[config.mk]
export PLATFORM = sky130hd
export DESIGN_NAME = cfu_ram_line_buffer
export DESIGN_NICKNAME = d
export VERILOG_FILES = /design/src/rtl/cfu_ram_line_buffer.sv
export SDC_FILE = /design/constraint.sdc
export NUM_CORES = 1
export LEC_CHECK = 0
export CORE_UTILIZATION = 40
export CTS_CLUSTER_DIAMETER = 150
export CTS_CLUSTER_SIZE = 10
export DETAILED_ROUTE_END_ITERATION = 16
export PLACE_DENSITY_LB_ADDON = 0.05
export SYNTH_ARGS = -nofsm -noshare
export SYNTH_HDL_FRONTEND = slang
export SYNTH_SLANG_ARGS = --single-unit
[constraint.sdc]
create_clock -name clk -period 3.7 [get_ports clk]
set_input_delay 0.74 -clock clk [delete_from_list [all_inputs] [get_ports clk]]
set_output_delay 0.74 -clock clk [all_outputs]
set_load 0.02 [all_outputs]
[src/rtl/cfu_ram_line_buffer.sv]
// Read-only single-line buffer between the CFU fetch master and the SoC Wishbone bus.
// Optional per-beat fill timeout is enabled by defining CFU_RAM_TIMEOUT_EN.
module cfu_ram_line_buffer #(
  parameter int unsigned LINE_WORDS     = 4,
  parameter int unsigned TIMEOUT_CYCLES = 255
) (
  input  logic        clk,
  input  logic        reset,
  input  logic [29:0] up_adr,
  input  logic        up_cyc,
  input  logic        up_stb,
  input  logic        up_we,
  output logic [31:0] up_dat_miso,
  output logic        up_ack,
  output logic        up_err,
  output logic [29:0] dn_adr,
  output logic        dn_cyc,
  output logic        dn_stb,
  output logic        dn_we,
  output logic [3:0]  dn_sel,
  output logic [2:0]  dn_cti,
  output logic [1:0]  dn_bte,
  input  logic [31:0] dn_dat_miso,
  input  logic        dn_ack,
  input  logic        dn_err,
  input  logic        inv,
  output logic        stat_miss
);

  localparam int unsigned W    = $clog2(LINE_WORDS);
  localparam int unsigned TagW = 30 - W;

  typedef enum logic [1:0] {StIdle, StFill, StResp, StErr} state_e;

  state_e          state_q, state_d;
  logic            valid_q, valid_d;
  logic [TagW-1:0] tag_q, tag_d;
  logic [W-1:0]    word_q, word_d;
  logic [W-1:0]    count_q, count_d;
  logic [29:0]     dn_adr_q, dn_adr_d;
  logic            dn_cyc_q, dn_cyc_d;
  logic            up_ack_q, up_ack_d;
  logic            up_err_q, up_err_d;
  logic            stat_miss_q, stat_miss_d;
  logic            live_q, live_d;          // requester has held up_cyc since acceptance
  logic            inv_seen_q, inv_seen_d;  // an invalidate landed while this fill was running
  logic [31:0]     line_q [LINE_WORDS];
  logic            line_we;

  logic            request;
  logic [TagW-1:0] req_tag;
  logic [W-1:0]    req_word;
  logic            hit;
  logic            last_beat;
  logic            timeout;

  assign request   = up_cyc & up_stb & ~up_ack_q & ~up_err_q;
  assign req_tag   = up_adr[29:W];
  assign req_word  = up_adr[W-1:0];
  assign hit       = valid_q & ~inv & (tag_q == req_tag);
  assign last_beat = (count_q == W'(LINE_WORDS - 1));

`ifdef CFU_RAM_TIMEOUT_EN
  logic [15:0] timer_q;

  // Counts idle clocks of the current beat; any ack or a fresh burst restarts it.
  always_ff @(posedge clk or negedge reset) begin
    if (!reset) begin
      timer_q <= '0;
    end else if (!dn_cyc_q || dn_ack) begin
      timer_q <= '0;
    end else begin
      timer_q <= timer_q + 16'd1;
    end
  end

  assign timeout = dn_cyc_q & ~dn_ack & ~dn_err & (timer_q == 16'(TIMEOUT_CYCLES - 1));
`else
  logic unused_timeout_cycles;
  assign unused_timeout_cycles = ^TIMEOUT_CYCLES;
  assign timeout = 1'b0;
`endif

  always_comb begin
    state_d     = state_q;
    valid_d     = valid_q;
    tag_d       = tag_q;
    word_d      = word_q;
    count_d     = count_q;
    dn_adr_d    = dn_adr_q;
    dn_cyc_d    = dn_cyc_q;
    up_ack_d    = 1'b0;
    up_err_d    = 1'b0;
    stat_miss_d = 1'b0;
    live_d      = live_q;
    inv_seen_d  = inv_seen_q;
    line_we     = 1'b0;

    unique case (state_q)
      StIdle: begin
        if (request) begin
          if (up_we) begin
            state_d  = StErr;
            up_err_d = 1'b1;
          end else if (hit) begin
            up_ack_d = 1'b1;
            word_d   = req_word;
          end else begin
            state_d     = StFill;
            dn_adr_d    = {req_tag, {W{1'b0}}};
            dn_cyc_d    = 1'b1;
            count_d     = '0;
            stat_miss_d = 1'b1;
            valid_d     = 1'b0;
            tag_d       = req_tag;
            word_d      = req_word;
            live_d      = 1'b1;
            inv_seen_d  = 1'b0;
          end
        end
      end
      StFill: begin
        if (!up_cyc) live_d = 1'b0;
        if (inv) inv_seen_d = 1'b1;
        if (dn_err || timeout) begin
          dn_cyc_d = 1'b0;
          valid_d  = 1'b0;
          state_d  = StErr;
          // A master that walked away must not see a stray error termination.
          up_err_d = live_q & up_cyc;
        end else if (dn_ack) begin
          line_we  = 1'b1;
          count_d  = count_q + W'(1);
          dn_adr_d = dn_adr_q + 30'd1;
          if (last_beat) begin
            dn_cyc_d = 1'b0;
            valid_d  = ~(inv_seen_q | inv);
            state_d  = StResp;
            up_ack_d = live_q & up_cyc;
          end
        end
      end
      StResp:  state_d = StIdle;
      StErr:   state_d = StIdle;
      default: state_d = StIdle;
    endcase

    if (inv) valid_d = 1'b0;
  end

  always_ff @(posedge clk or negedge reset) begin
    if (!reset) begin
      state_q     <= StIdle;
      valid_q     <= 1'b0;
      tag_q       <= '0;
      word_q      <= '0;
      count_q     <= '0;
      dn_adr_q    <= '0;
      dn_cyc_q    <= 1'b0;
      up_ack_q    <= 1'b0;
      up_err_q    <= 1'b0;
      stat_miss_q <= 1'b0;
      live_q      <= 1'b0;
      inv_seen_q  <= 1'b0;
    end else begin
      state_q     <= state_d;
      valid_q     <= valid_d;
      tag_q       <= tag_d;
      word_q      <= word_d;
      count_q     <= count_d;
      dn_adr_q    <= dn_adr_d;
      dn_cyc_q    <= dn_cyc_d;
      up_ack_q    <= up_ack_d;
      up_err_q    <= up_err_d;
      stat_miss_q <= stat_miss_d;
      live_q      <= live_d;
      inv_seen_q  <= inv_seen_d;
    end
  end

  // Line data needs no reset; valid_q guards every read.
  always_ff @(posedge clk) begin
    if (line_we) line_q[count_q] <= dn_dat_miso;
  end

  assign up_ack      = up_ack_q;
  assign up_err      = up_err_q;
  assign up_dat_miso = up_ack_q ? line_q[word_q] : 32'h0;
  assign stat_miss   = stat_miss_q;

  assign dn_adr = dn_adr_q;
  assign dn_cyc = dn_cyc_q;
  assign dn_stb = dn_cyc_q;
  assign dn_we  = 1'b0;
  assign dn_sel = 4'b1111;
  assign dn_cti = dn_cyc_q ? (last_beat ? 3'b111 : 3'b010) : 3'b000;
  assign dn_bte = 2'b00;

endmodule

# Word-level counts from Yosys, hierarchy flattened
# Memory sizes are Yosys's and may differ from the RTL's.
# Cells that the tools add are included.
[word_totals] register_bits=71 ram_bits=128 out_inout_bits=77 word_cells=121 mem_count=1
[mem_list] name="line_q" depth=4 word_bits=32 read_ports=1 rd_ports_with_merged_regs=0 wr=1 line_no="47" text="logic [31:0] line_q [LINE_WORDS];"
[op_classes] n_addsub=2 n_eq_ne=20 mux=61 n_bitwise=13 reduce_logical=12
[op_table] op="$mux 30" count=5
[op_table] op="$pmux 30 s2" count=1
[op_table] op="$mux 1" count=33
[op_table] op="$mux 32" count=1
[op_table] op="$add 30x1->30 const B" count=1
[op_table] op="$eq 28x28->1" count=1
[op_table] op="$mux 2" count=11
[op_table] op="$ne 3x3->1 const B" count=6
[op_table] op="$reduce_and 6->1" count=3
[op_table] op="$ne 2x2->1 const B" count=7
[op_table] op="$pmux 1 s2" count=6
[op_table] op="$reduce_and 5->1" count=2
[op_table] op="$ne 4x4->1 const B" count=2
[op_table] op="$reduce_and 4->1" count=2
[op_table] op="$and 1x1->1" count=6
[op_table] op="$eq 2x2->1 const B" count=3
[op_table] op="$mux 3" count=2
[op_table] op="$not 1->1" count=6
[op_table] op="$pmux 2 s3" count=1
[op_table] op="$pmux 2 s2" count=1
[op_table] op="$reduce_and 3->1" count=1
[op_table] op="$reduce_bool 3->1" count=1
[op_table] op="$add 2x1->2 const B" count=1
[op_table] op="$eq 2x1->1 const B" count=1
[op_table] op="4 further kinds" count=4

# Longest topological paths before layout
[logic_depth] word_depth=8 depth_mapped=9

# Worst setup path before layout
# No wires, ideal clock.
[synth_timing] path_type="register to register" startpoint="reg state_q[1]" endpoint="mem line_q[3][0] (enable)" t_arrival_ns=2.239 required_ns=3.307 slack_ns=1.068 path_stages_with_launch=6 path_buffers=2 synth_period_minus_slack_ns=2.632 path_cell_list="dfrtp_1 > clkbuf_1 > nand2b_1 > clkbuf_1 > nor3b_1 > and2_1"
[synth_between] elab_chain_len=4
[synth_lines] element="start, declared" line_no="35" text="state_e state_q, state_d;"
[synth_lines] element="start signal, assigned" line_no="153" text="state_q <= StIdle;"
[synth_lines] element="start signal, assigned" line_no="166" text="state_q <= state_d;"
[synth_lines] element="$eq 2x1->1" line_no="99" text="unique case (state_q)"
[synth_lines] element="$mux 1" line_no="99"
[synth_lines] element="$mux 1" line_no="183" text="if (line_we) line_q[count_q] <= dn_dat_miso;"
[synth_lines] element="$mux 1 (not written as such)" line_no="183"
[synth_lines] element="end, declared" line_no="47"
# Every way passes these cells.

# Worst setup path in the final report
[layout_timing] startpoint="reg word_q[1]" endpoint="out up_dat_miso[6]"
[layout_between] elab_chain_len=2
[layout_lines] element="start, declared" line_no="38" text="logic [W-1:0] word_q, word_d;"
[layout_lines] element="start signal, assigned" line_no="169" text="word_q <= word_d;"
[layout_lines] element="$mem_v2 4x32"
[layout_lines] element="$mux 32" line_no="188" text="assign up_dat_miso = up_ack_q ? line_q[word_q] : 32'h0;"
[layout_lines] element="end, declared" line_no="13" text="output logic [31:0] up_dat_miso,"
# Every way passes these cells.

==> impl_metrics.env <==
export IMPL_pwr_share_clk_pct=24.0
export IMPL_grt_pass1_vias=5961
export IMPL_clock_sinks=199
export IMPL_min_path_type="in2async"
export IMPL_start_util_pct=40.9
export IMPL_cap_violations=0
export IMPL_ys_seq_area_share_pct=62.7
export IMPL_htreeDepth=4
export IMPL_vias=5820
export IMPL_cts_made_buffers=17
export IMPL_slew_headroom_pct=31.5
export IMPL_post_cts_repair_setup_buffers=0
export IMPL_ys_warnings_count=0
export IMPL_synth_top_cell_area_share_pct=42.9
export IMPL_yosysMostFrequentCell="edfxtp_1"
export IMPL_grt_first_pass_wirelength_um=32800
export IMPL_status="complete, no violations"
export IMPL_slowest_delay_ns=0.95
export IMPL_clk_path_buf_depth=2
export IMPL_grt_max_degree=44
export IMPL_crit_buf_inv=1
export IMPL_diodes=0
export IMPL_synth_fa_ha_area_share_pct=0.698
export IMPL_pwr_share_comb_pct=31.6
export IMPL_die_y_um=152
export IMPL_synthMuxAreaShare_pct=12.1
export IMPL_cts_tree="built"
export IMPL_vias_per_cell=5.49
export IMPL_required_ns=2.96
export IMPL_syn_area_per_cell_um2=14.2
export IMPL_clk_insertion_delay_late_ns=0.43
export IMPL_fp_coreArea_um2=21900
export IMPL_p_per_area_nw_per_um2=654
export IMPL_ys_top_cells_by_area="edfxtp_1, dfrtp_1, mux4_2"
export IMPL_synth_edf_count=128
export IMPL_m1WireLength_um=9670
export IMPL_gp_congestion=0.795
export IMPL_fin_crit_ns=3.27
export IMPL_grt_overflow_total=0
export IMPL_clkSlewWorstSetupHoldPaths_ns=0.08
export IMPL_hpwl_um=14300
export IMPL_critPathTopFamily="flip-flops"
export IMPL_hold_viol=0
export IMPL_boundaryPins=147
export IMPL_synth_compound_gate_area_share_pct=8.52
export IMPL_synth_top_cells_by_count="edfxtp_1, dfrtp_1, o21ai_0, and2_1, mux4_2"
export IMPL_crit_arrival_ns=2.53
export IMPL_p_leak_nw=3.98
export IMPL_synth_top_family_by_area="multiplexers"
export IMPL_first_iter_violations=275
export IMPL_nNetsFinal=843
export IMPL_tightestPinTransition_ns=1.03
export IMPL_syn_inst=632
export IMPL_holdWs_ns=0.402
export IMPL_grt_use_total_pct=19.4
export IMPL_portBuffers=139
export IMPL_crit_fanout=33
export IMPL_wl_met3_um=1120
export IMPL_end_kind="output port"
export IMPL_antenna_found_initial=0
export IMPL_dieArea_um2=23000
export IMPL_wl_met2_um=10100
export IMPL_rows=54
export IMPL_pre_cts_ws_ns=0.405
export IMPL_rsz0062_at_grt="no"
export IMPL_synth_top_flop_cell="edfxtp_1"
export IMPL_drc=0
export IMPL_synth_top_area_cell="edfxtp_1"
export IMPL_total_power_mw=7.34
export IMPL_drive_above_1_share_pct=15.5
export IMPL_drt_antenna_violating_nets=0
export IMPL_setup_violations=0
export IMPL_yosys_cell_types_count=63
export IMPL_fin_skew_ns=0.0143
export IMPL_wl_um=21300
export IMPL_synth_xor_xnor_area_share_pct=2.15
export IMPL_post_route_period_util_pct=88.3
export IMPL_cts_hold_buf=0
export IMPL_slew_viol_final=0
export IMPL_dr_pass1_iters=5
export IMPL_cp_slowest_cell="dfrtp_2"
export IMPL_fmax_mhz=306
export IMPL_area_growth_pct=25.3
export IMPL_wl_per_cell_um=20.1
export IMPL_yosys_area_share_simple_pct=10.4
export IMPL_switchingPower_mw=2.39
export IMPL_synthesis_area_um2=8960
export IMPL_setup_slack_ns=0.434
export IMPL_synth_seq_cells=199
export IMPL_pwr_share_seq_pct=44.3
export IMPL_synthArstFlopShare_pct=35.7
export IMPL_dr_max_layer_used="met4"
export IMPL_path_cells="mux4_2 -> and2_1 -> clkdlybuf4s50_1"
export IMPL_peakVddDrop_v=0.000337
export IMPL_criticalPathCategory="reg2out"
export IMPL_post_cts_resized=0
export IMPL_p_int_mw=4.95
export IMPL_cts_root_buffer="clkbuf_16"
export IMPL_crit_path_start_kind="flip-flop"
export IMPL_setup_tns_ns=0
export IMPL_fp_dieW_um=152
export IMPL_sw_frac_of_total_pct=32.5
flip-flops by register name, indices dropped and copies added, names as in the netlist:
name,flops
inv_seen_q,1
dn_cyc,1
count_q,2
stat_miss,1
state_q,2
line_q,128
word_q,2
dn_adr,30
up_err,1
live_q,1
tag_q,28
up_ack,1
valid_q,1
cell families (layout without fill, tap and decap cells):
group	count (synthesis)	in the layout
simple gates	164	164
other cells	2	7
buf+inv	56	200
xor+xnor	22	22
compound gates	122	122
fa+ha+maj	5	5
mux	62	62
flops	199	199
path summary, 6_finish.rpt:
| path | startpoint | to | slack, ns | cells past startpoint |
|---|---|---|---|---|
| max | word_q[1] | up_dat_miso[6] | 0.43 | 3 |
| min | reset | tag_q[12] | 0.40 | 1 |
| max reg2reg | up_ack | count_q[1] | 0.93 | 6 |
| min reg2reg | tag_q[6] | tag_q[6] | 0.52 | 1 |
| max in group asynchronous | reset | tag_q[3] | 2.51 | 2 |
| min in group clk | tag_q[6] | tag_q[6] | 0.52 | 1 |
layout make-up:
cell class	instances	area [um^2]
clock inverter	14	123
sequential	199	5620
clock buffer	18	429
multi-input combinational	382	3070
timing repair buffer	155	1580
fill	1889	10700
tap	280	350
inverter	13	48.8
layer usage:
| layer | track usage, % | vias up |
|---|---|---|
| li1 | - | 2667 |
| met1 | 26.5 | 2936 |
| met2 | 30.9 | 192 |
| met3 | 3.74 | 25 |
| met4 | 7.18 | 0 |
| met5 | 0 | - |
power by group through the flow:
stage | Sequential, mW | Combinational [mW] | Clock (mW)
2_1_floorplan | 3.30 | 1.45 | 0
3_3_place_gp | 3.28 | 2.31 | 0
3_5_place_dp | 3.29 | 2.35 | 0
4_1_cts | 3.26 | 2.35 | 1.80
5_1_grt | 3.32 | 2.55 | 1.88
6_report | 3.25 | 2.32 | 1.76
cell usage in the layout, fill, tap and decap left out, drive strengths merged, types with 3 or more instances in the layout:
cell,n
conb,7
a22oi,3
dfrtp,71
clkinv,5
and4,7
clkinvlp,3
xnor2,17
nor2,26
clkdlybuf4s50,138
mux2,28
mux4,32
xor2,5
nand4,10
a2bb2oi,11
ha,5
buf,17
nand2,23
nor2b,6
clkbuf,18
nand2b,6
inv,18
nor4,8
nor3,18
edfxtp,128
nand3,9
o21ai,44
o22a,6
a21oi,25
o22ai,9
a31oi,10
and2,40
per-stage QoR:
| step | area (um^2) | instances | utilization, % |
|---|---|---|---|
| detailed placement | 10700 | 1029 | 48.7 |
| global placement | 10700 | 1029 | 48.7 |
| global route | 11200 | 1061 | 51.3 |
| finish | 11200 | 1061 | 51.3 |
| floorplan | 8980 | 637 | - |
| CTS | 11200 | 1061 | 51.3 |
Note: power is estimated with default switching activity, not from simulation.
